===== config.mk =====
export PLATFORM = sky130hd
export DESIGN_NAME = complex_alu_arbiter_flat
export DESIGN_NICKNAME = d
export VERILOG_FILES = /design/src/rtl/complex_alu_arbiter_if.sv /design/src/rtl/complex_alu_arbiter.sv /design/src/flat_wrapper.sv
export SDC_FILE = /design/constraint.sdc
export NUM_CORES = 1
export LEC_CHECK = 0
export BUFFER_PORTS_ARGS = -buffer_cell sky130_fd_sc_hd__buf_2
export CORE_ASPECT_RATIO = 0.5
export CORE_UTILIZATION = 40
export CTS_CLUSTER_DIAMETER = 50
export DETAILED_ROUTE_END_ITERATION = 8
export PLACE_DENSITY = 0.76
export SLEW_MARGIN = 25
export SYNTH_ARGS = -nofsm -noshare
export SYNTH_HDL_FRONTEND = slang
export SYNTH_SLANG_ARGS = --single-unit

===== constraint.sdc =====
create_clock -name clk -period 3.12 [get_ports clk]
set_clock_uncertainty 0.1 [all_clocks]
set_input_delay 0.78 -clock clk [delete_from_list [all_inputs] [get_ports clk]]
set_output_delay 0.78 -clock clk [all_outputs]
set_load 0.02 [all_outputs]

===== src/rtl/complex_alu_arbiter_if.sv =====
// Bundle of the client-side and ALU-side signals of complex_alu_arbiter.
// slave  : the arbiter's view (drives grants, ALU controls, responses).
// master : the environment's view (clients plus ALU).
interface complex_alu_arbiter_if #(
  parameter int DW = 16,
  parameter int RW = 48
);
  logic          req0;
  logic [1:0]    op0;
  logic [DW-1:0] a0;
  logic [DW-1:0] b0;
  logic          gnt0;
  logic          req1;
  logic [1:0]    op1;
  logic [DW-1:0] a1;
  logic [DW-1:0] b1;
  logic          gnt1;
  logic [1:0]    alu_operation;
  logic          alu_start;
  logic          alu_a_valid;
  logic          alu_b_valid;
  logic [DW-1:0] alu_m1;
  logic [DW-1:0] alu_m2;
  logic          alu_valid;
  logic          alu_error;
  logic [RW-1:0] alu_result;
  logic          rsp_valid;
  logic          rsp_id;
  logic          rsp_error;
  logic [RW-1:0] rsp_result;
  logic          busy;

  modport slave (
    input  req0, op0, a0, b0, req1, op1, a1, b1,
    input  alu_valid, alu_error, alu_result,
    output gnt0, gnt1,
    output alu_operation, alu_start, alu_a_valid, alu_b_valid, alu_m1, alu_m2,
    output rsp_valid, rsp_id, rsp_error, rsp_result, busy
  );

  modport master (
    output req0, op0, a0, b0, req1, op1, a1, b1,
    output alu_valid, alu_error, alu_result,
    input  gnt0, gnt1,
    input  alu_operation, alu_start, alu_a_valid, alu_b_valid, alu_m1, alu_m2,
    input  rsp_valid, rsp_id, rsp_error, rsp_result, busy
  );
endinterface


===== src/rtl/complex_alu_arbiter.sv =====
// Round-robin arbiter/sequencer sharing one complex ALU between two clients.
// One operation in flight: IDLE -> ISSUE -> WAIT -> RESP -> IDLE.
// Optional WAIT watchdog: define COMPLEX_ALU_ARB_TIMEOUT_EN to enable it;
// after TIMEOUT cycles in WAIT an error response with a zero result is sent.
module complex_alu_arbiter #(
  parameter int DW      = 16,
  parameter int RW      = 48,
  parameter int TIMEOUT = 64
) (
  input logic                  clk,
  input logic                  rst,
  complex_alu_arbiter_if.slave bus
);

  typedef enum logic [1:0] {IDLE, ISSUE, WAIT, RESP} state_t;

  state_t        state_reg, state_next;
  logic          last_reg, last_next;    // requester served most recently
  logic          id_reg, id_next;        // requester of the operation in flight
  logic [1:0]    op_reg, op_next;        // doubles as the op capture register
  logic [DW-1:0] m1_reg, m1_next;
  logic [DW-1:0] m2_reg, m2_next;
  logic          start_reg, start_next;
  logic          gnt0_reg, gnt0_next;
  logic          gnt1_reg, gnt1_next;
  logic          rsp_valid_reg, rsp_valid_next;
  logic          rsp_id_reg, rsp_id_next;
  logic          rsp_error_reg, rsp_error_next;
  logic [RW-1:0] rsp_result_reg, rsp_result_next;
  logic          busy_reg, busy_next;
  logic          pick0;

`ifdef COMPLEX_ALU_ARB_TIMEOUT_EN
  localparam int CW = $clog2(TIMEOUT + 1);
  logic [CW-1:0] cnt_reg, cnt_next;
`else
  localparam int unused_timeout = TIMEOUT;
`endif

  // Requester 0 wins when alone, or on a tie when requester 1 was served last.
  assign pick0 = bus.req0 && (!bus.req1 || last_reg);

  // Next-state and next-output logic; every output is taken from a register.
  always_comb begin
    state_next      = state_reg;
    last_next       = last_reg;
    id_next         = id_reg;
    op_next         = op_reg;
    m1_next         = m1_reg;
    m2_next         = m2_reg;
    start_next      = 1'b0;
    gnt0_next       = 1'b0;
    gnt1_next       = 1'b0;
    rsp_valid_next  = 1'b0;
    rsp_id_next     = rsp_id_reg;
    rsp_error_next  = rsp_error_reg;
    rsp_result_next = rsp_result_reg;
`ifdef COMPLEX_ALU_ARB_TIMEOUT_EN
    cnt_next        = cnt_reg;
`endif
    case (state_reg)
      IDLE: begin
        if (bus.req0 || bus.req1) begin
          id_next    = !pick0;
          op_next    = pick0 ? bus.op0 : bus.op1;
          m1_next    = pick0 ? bus.a0 : bus.a1;
          m2_next    = pick0 ? bus.b0 : bus.b1;
          gnt0_next  = pick0;
          gnt1_next  = !pick0;
          start_next = 1'b1;
          state_next = ISSUE;
        end
      end
      ISSUE: begin
`ifdef COMPLEX_ALU_ARB_TIMEOUT_EN
        cnt_next   = '0;
`endif
        state_next = WAIT;
      end
      WAIT: begin
        if (bus.alu_valid || bus.alu_error) begin
          rsp_result_next = bus.alu_result;
          rsp_error_next  = bus.alu_error;
          rsp_id_next     = id_reg;
          rsp_valid_next  = 1'b1;
          state_next      = RESP;
        end
`ifdef COMPLEX_ALU_ARB_TIMEOUT_EN
        else if (cnt_reg == CW'(TIMEOUT - 1)) begin
          rsp_result_next = '0;
          rsp_error_next  = 1'b1;
          rsp_id_next     = id_reg;
          rsp_valid_next  = 1'b1;
          state_next      = RESP;
        end else begin
          cnt_next = cnt_reg + 1'b1;
        end
`endif
      end
      RESP: begin
        last_next  = rsp_id_reg;
        state_next = IDLE;
      end
      default: state_next = IDLE;
    endcase
    busy_next = (state_next != IDLE);
  end

  // State and output registers, cleared asynchronously by rst.
  always_ff @(posedge clk or posedge rst) begin
    if (rst) begin
      state_reg      <= IDLE;
      last_reg       <= 1'b1;
      id_reg         <= 1'b0;
      op_reg         <= '0;
      m1_reg         <= '0;
      m2_reg         <= '0;
      start_reg      <= 1'b0;
      gnt0_reg       <= 1'b0;
      gnt1_reg       <= 1'b0;
      rsp_valid_reg  <= 1'b0;
      rsp_id_reg     <= 1'b0;
      rsp_error_reg  <= 1'b0;
      rsp_result_reg <= '0;
      busy_reg       <= 1'b0;
`ifdef COMPLEX_ALU_ARB_TIMEOUT_EN
      cnt_reg        <= '0;
`endif
    end else begin
      state_reg      <= state_next;
      last_reg       <= last_next;
      id_reg         <= id_next;
      op_reg         <= op_next;
      m1_reg         <= m1_next;
      m2_reg         <= m2_next;
      start_reg      <= start_next;
      gnt0_reg       <= gnt0_next;
      gnt1_reg       <= gnt1_next;
      rsp_valid_reg  <= rsp_valid_next;
      rsp_id_reg     <= rsp_id_next;
      rsp_error_reg  <= rsp_error_next;
      rsp_result_reg <= rsp_result_next;
      busy_reg       <= busy_next;
`ifdef COMPLEX_ALU_ARB_TIMEOUT_EN
      cnt_reg        <= cnt_next;
`endif
    end
  end

  assign bus.gnt0          = gnt0_reg;
  assign bus.gnt1          = gnt1_reg;
  assign bus.alu_operation = op_reg;
  assign bus.alu_start     = start_reg;
  assign bus.alu_a_valid   = start_reg;
  assign bus.alu_b_valid   = start_reg;
  assign bus.alu_m1        = m1_reg;
  assign bus.alu_m2        = m2_reg;
  assign bus.rsp_valid     = rsp_valid_reg;
  assign bus.rsp_id        = rsp_id_reg;
  assign bus.rsp_error     = rsp_error_reg;
  assign bus.rsp_result    = rsp_result_reg;
  assign bus.busy          = busy_reg;

endmodule


===== src/flat_wrapper.sv =====
// flat-port wrapper written by rule: the top's interface ports become plain ports
module complex_alu_arbiter_flat 
#(
  parameter int DW      = 16,
  parameter int RW      = 48,
  parameter int TIMEOUT = 64
)
  (clk, rst, bus_req0, bus_op0, bus_a0, bus_b0, bus_req1, bus_op1, bus_a1, bus_b1, bus_alu_valid, bus_alu_error, bus_alu_result, bus_gnt0, bus_gnt1, bus_alu_operation, bus_alu_start, bus_alu_a_valid, bus_alu_b_valid, bus_alu_m1, bus_alu_m2, bus_rsp_valid, bus_rsp_id, bus_rsp_error, bus_rsp_result, bus_busy);
  complex_alu_arbiter_if #(.DW(DW), .RW(RW)) bus_i ();
  input logic clk;
  input logic rst;
  input wire logic [$bits(bus_i.req0)-1:0] bus_req0;
  input wire logic [$bits(bus_i.op0)-1:0] bus_op0;
  input wire logic [$bits(bus_i.a0)-1:0] bus_a0;
  input wire logic [$bits(bus_i.b0)-1:0] bus_b0;
  input wire logic [$bits(bus_i.req1)-1:0] bus_req1;
  input wire logic [$bits(bus_i.op1)-1:0] bus_op1;
  input wire logic [$bits(bus_i.a1)-1:0] bus_a1;
  input wire logic [$bits(bus_i.b1)-1:0] bus_b1;
  input wire logic [$bits(bus_i.alu_valid)-1:0] bus_alu_valid;
  input wire logic [$bits(bus_i.alu_error)-1:0] bus_alu_error;
  input wire logic [$bits(bus_i.alu_result)-1:0] bus_alu_result;
  output wire logic [$bits(bus_i.gnt0)-1:0] bus_gnt0;
  output wire logic [$bits(bus_i.gnt1)-1:0] bus_gnt1;
  output wire logic [$bits(bus_i.alu_operation)-1:0] bus_alu_operation;
  output wire logic [$bits(bus_i.alu_start)-1:0] bus_alu_start;
  output wire logic [$bits(bus_i.alu_a_valid)-1:0] bus_alu_a_valid;
  output wire logic [$bits(bus_i.alu_b_valid)-1:0] bus_alu_b_valid;
  output wire logic [$bits(bus_i.alu_m1)-1:0] bus_alu_m1;
  output wire logic [$bits(bus_i.alu_m2)-1:0] bus_alu_m2;
  output wire logic [$bits(bus_i.rsp_valid)-1:0] bus_rsp_valid;
  output wire logic [$bits(bus_i.rsp_id)-1:0] bus_rsp_id;
  output wire logic [$bits(bus_i.rsp_error)-1:0] bus_rsp_error;
  output wire logic [$bits(bus_i.rsp_result)-1:0] bus_rsp_result;
  output wire logic [$bits(bus_i.busy)-1:0] bus_busy;
  assign bus_i.req0 = bus_req0;
  assign bus_i.op0 = bus_op0;
  assign bus_i.a0 = bus_a0;
  assign bus_i.b0 = bus_b0;
  assign bus_i.req1 = bus_req1;
  assign bus_i.op1 = bus_op1;
  assign bus_i.a1 = bus_a1;
  assign bus_i.b1 = bus_b1;
  assign bus_i.alu_valid = bus_alu_valid;
  assign bus_i.alu_error = bus_alu_error;
  assign bus_i.alu_result = bus_alu_result;
  assign bus_gnt0 = bus_i.gnt0;
  assign bus_gnt1 = bus_i.gnt1;
  assign bus_alu_operation = bus_i.alu_operation;
  assign bus_alu_start = bus_i.alu_start;
  assign bus_alu_a_valid = bus_i.alu_a_valid;
  assign bus_alu_b_valid = bus_i.alu_b_valid;
  assign bus_alu_m1 = bus_i.alu_m1;
  assign bus_alu_m2 = bus_i.alu_m2;
  assign bus_rsp_valid = bus_i.rsp_valid;
  assign bus_rsp_id = bus_i.rsp_id;
  assign bus_rsp_error = bus_i.rsp_error;
  assign bus_rsp_result = bus_i.rsp_result;
  assign bus_busy = bus_i.busy;
  complex_alu_arbiter #(.DW(DW), .RW(RW), .TIMEOUT(TIMEOUT)) u_core (.clk(clk), .rst(rst), .bus(bus_i));
endmodule

After elaboration in Yosys (flattened, before gate mapping)
Index checks and enable logic that the tools add are counted.
{"block": "totals", "regBits": 93, "in_bits": 122, "elab_cells": 41}
{"block": "op_classes", "n_eq_ne": 3, "n_mux": 14, "reduce_logical": 10}
{"op": "16-bit two-way mux", "n": 2}
{"op": "1-bit two-way mux", "n": 8}
{"op": "2-bit one-hot mux with 4 select lines", "n": 1}
{"op": "2-bit two-way mux", "n": 3}
{"op": "2-bit == test, second input constant", "n": 2}
{"op": "2-bit AND reduction", "n": 2}
{"op": "1-bit logical OR", "n": 3}
{"op": "2-bit by 1-bit == test with 1-bit output, second input constant", "n": 1}
{"op": "1-bit zero test", "n": 2}
{"op": "2-bit zero test", "n": 1}
{"op": "2-bit nonzero test", "n": 1}
{"op": "1-bit logical AND", "n": 1}

Depth between registers and ports, before layout
{"block": "depth", "depth_word": 6, "ltp_mapped": 7, "ltp_nobuf": 6}

Least setup slack after synthesis
No wires, ideal clock.
{"block": "synth_timing", "path_type": "in2reg", "startpoint": "in bus_alu_error", "endpoint": "reg u_core.rsp_result_reg[10] (netlist: u_core.bus.rsp_result[10])", "setup_time_ps": 125, "arrival_ps": 1566, "t_required_ps": 2895, "path_slack_ps": 1330, "path_stages": 3, "cell_sequence": "o21ai_2 buf_2 mux2_2"}
{"block": "synth_between", "elab_chain_len": 2}
{"element": "start, declared", "line": "flat_wrapper.sv:21", "text": "input wire logic [$bits(bus_i.alu_error)-1:0] bus_alu_error;"}
{"element": "1-bit logical OR", "line": "complex_alu_arbiter.sv:81", "text": "if (bus.alu_valid || bus.alu_error) begin"}
{"element": "2-bit AND reduction (no source line)"}
{"element": "end signal, assigned", "line": "complex_alu_arbiter.sv:142", "text": "rsp_result_reg <= rsp_result_next;"}
{"element": "end, declared", "line": "complex_alu_arbiter.sv:29", "text": "logic [RW-1:0] rsp_result_reg, rsp_result_next;"}
No other way between the ends.
A chain may end at the register's enable or synchronous reset.

Worst setup path after layout
{"block": "layout_timing", "startpoint": "in bus_req0", "endpoint": "reg u_core.m1_reg[10] (netlist: u_core.bus.alu_m1[10])"}
{"block": "layout_between", "elab_chain_len": 2}
{"element": "start, declared", "line": "flat_wrapper.sv:12", "text": "input wire logic [$bits(bus_i.req0)-1:0] bus_req0;"}
{"element": "1-bit logical AND or 1-bit logical OR (tied branches)", "line": "complex_alu_arbiter.sv:41, complex_alu_arbiter.sv:63"}
{"element": "16-bit two-way mux or 2-bit AND reduction (tied branches)"}
{"element": "end signal, assigned", "line": "complex_alu_arbiter.sv:134", "text": "m1_reg <= m1_next;"}
{"element": "end, declared", "line": "complex_alu_arbiter.sv:21", "text": "logic [DW-1:0] m1_reg, m1_next;"}
Several ways; a longest one is shown, not always the timed one.

==> impl_results.md <==
* Drt wl/cell at 15.41 um
* Cells after Synth at between 300 and 400
* CTS max path bufs at 2
* Num CTS Buffers at 9
* Via count at 3,394
* CTS Hold Buffers Added at 0
* Synthesized Nets at 456
* Worst skew pair latency at 340 ps
* Final Setup Violations at 0
* Internal Dissipation at 3.530 mW
* RSZ-0062 raised after global routing: false
* CTS root buf: clkbuf_16
* Switching fraction of total power at 41.04%
* Clk slew on worst S/H paths at 60 ps
* Sequential area share after synthesis at between 50 and 60%
* DRT Wirelength at 10.41 mm
* Hold Path Class: flop to flop
* Setup tns final at 0 ps
* Layout cells sized above 1 at 54.90%
* Initial antenna violation count at 0
* Boundary pin count at around 210
* YS warnings at 0
* Most frequent cells in the layout: 212 x buf_2, 92 x dfrtp_1, 50 x mux2_2
* # nets final at 661
* Post-CTS resize count at 0
* Startpoint Class: input port
* Area growth from synthesis to layout at 36.40%
* Post-route DRC at 0
* CTS tree: yes
* First-pass GRT wire length at 16.07 mm
* Initial Util at 41.31%
* Area of the multi-input gates at about 1400 um^2
* Global route overflow at 0
* Num Clock Sinks at 93
* Die area at 10,210 um^2
* Setup Fix Bufs, Post-CTS at 0
* Inserted Diodes at 0
* CP arrival at about 2100 ps
* Comb power frac at 47.4%
* Crit-path max FO at 36
* H-Tree Depth at 3
* Post-synth EDFFs at 0
* Static leakage at around 2.6 nW
* First-pass iteration count of the detailed router at 5
* Post-layout min period at 1966 ps
* Hold Violations, Final at 0
* Final slew viol count at 0
* DRT antenna net count at 0
* IO buf count at 212
* GRT Total Usage at 20.17%
* Flop pwr share at 35.5%
* Net Sw Power at 2.458 mW
* Critical setup path kind: input port to flop
* Core Box Area at 9478 um^2
* Yosys cell types at 25
* Vias in the first global route at 3,377
* Worst EP required at approximately 3200 ps
* Cell count of the worst reg-to-reg path at 6
* Die extent in x at 141.9 um
* Detailed Route Iter0 Violations at 177
* Post-detail-place hpwl at between 7 and 8 mm
* Clock group share of total power at 17.1%
* PwrDens at 1121 nW/um^2
* Max reg flops at 48
* Design Area, Final at between 5000 and 6000 um^2
* CP endpoint: u_core.bus.alu_m1[10]
* Dpl cell area at 5061 um^2
* Status: completed
* Tcrit/Tclk final at 63.00%
* Syn avg cell area at 11.83 um^2
* Pre-CTS setup slack at 812.5 ps
* Peak VDD IR at around 0.36 mV
* Leading cell type in the layout, fill and taps excluded: buf_2
* Worst reg-to-reg setup slack at 1160 ps
* Largest net degree at the start of global routing at 47
* Placer congestion estimate at 0.7798
* Cell Rows at 25
* CP Capture Type: flop
* Primary FF master, synth: dfrtp_1
* Max_slew headroom at 52.01%
* R2R Path Start: u_core.state_reg[0]
* Tightest hold margin at about 380 ps
* Worst slew pin tran at 718.3 ps
* MaxCap Viol Count at 0
* FILL cells at 847
* Storage cell area at 2328 um^2
* CP Launch Point: bus_req0
* #FFs+latches synth at 93
* Die H at 71.96 um
* Crit Reg-Reg Endpoint: u_core.bus.alu_m2[5]
* Synth async-reset ratio at 100.0%
* Mapped Area at 3915 um^2
* Fmax at 508.8 MHz
* Fin worst setup slack at 1154 ps
* Routed vias/inst at 5.021
## area by class of cell
type | count | share of cell area, %
clock inverters | 4 | 0.4217
flip-flops and latches | 93 | 43.60
inverters | 6 | 0.4920
clock buffers | 12 | 4.803
multi-input cells | 205 | 26.15
well taps | 135 | 3.163
repair buffers | 221 | 21.37
## Yosys cell counts (2+ instances only)
library cell / n / area (um^2)
inv_1: 4 / 15.01
inv_2: 2 / 7.510
buf_4: 3 / 22.52
buf_6: 6 / 67.56
nor2_1: 34 / 127.6
mux2_2: 50 / 563.0
nand2_1: 3 / 11.26
dfrtp_1: 92 / 2302
a31oi_1: 34 / 212.7
o21ai_1: 5 / 25.02
ha_1: 3 / 37.54
o21ai_0: 29 / 145.1
nor2_2: 4 / 25.02
buf_2: 14 / 70.07
a21oi_1: 35 / 175.2
clkbuf_1: 4 / 15.01
## how the worst min path moves through the flow
stage / from / cells past startpoint / endpoint
after floorplan: u_core.id_reg / 2 / u_core.id_reg
after global placement: u_core.bus.rsp_error / 2 / u_core.bus.rsp_error
after detailed placement: u_core.bus.rsp_error / 2 / u_core.bus.rsp_error
after CTS: u_core.bus.rsp_error / 2 / u_core.bus.rsp_error
after global routing: u_core.bus.rsp_result[30] / 1 / u_core.bus.rsp_result[30]
final: u_core.bus.rsp_error / 2 / u_core.bus.rsp_error
## power groups by stage
stage	clock, mW	combinational [mW]	sequential [mW]
CTS	1.05	2.87	2.12
floorplan	0	1.24	2.85
global placement	0	2.80	2.11
finish	1.03	2.84	2.12
global route	1.09	3.06	2.19
detailed placement	0	2.86	2.14
## cell families after synthesis
family	after synthesis	share of synthesized area (%)
compound gates	106	15.08
mux	50	14.38
fa+ha+maj	3	0.9589
simple gates	46	5.050
flops	93	59.48
buf+inv	33	5.049
## critical path, stage by stage
cell and delay, ps:
buf_2 120, o21ai_4 460, inv_2 420, nor2_1 230
a21oi_1 60
## per-stage QoR
stage                     power, mW  instances  util (%)
final                         5.988        676     56.34
after global routing          6.343        676     56.34
after CTS                     6.039        676     56.34
after detailed placement      4.998        660     53.40
after global placement        4.907        660     53.40
after floorplan               4.090        331         -
## per-layer routing
metal	share of wire, %	wire (um)	vias to the layer above	track usage (%)
li1	-	-	1575	-
met5	0	0	-	0
met4	2.0	205	0	7.885
met1	40	4208	1695	22.67
met2	54	5608	100	38.37
met3	3.8	392	24	3.960
(Power assumes the default switching activity.)
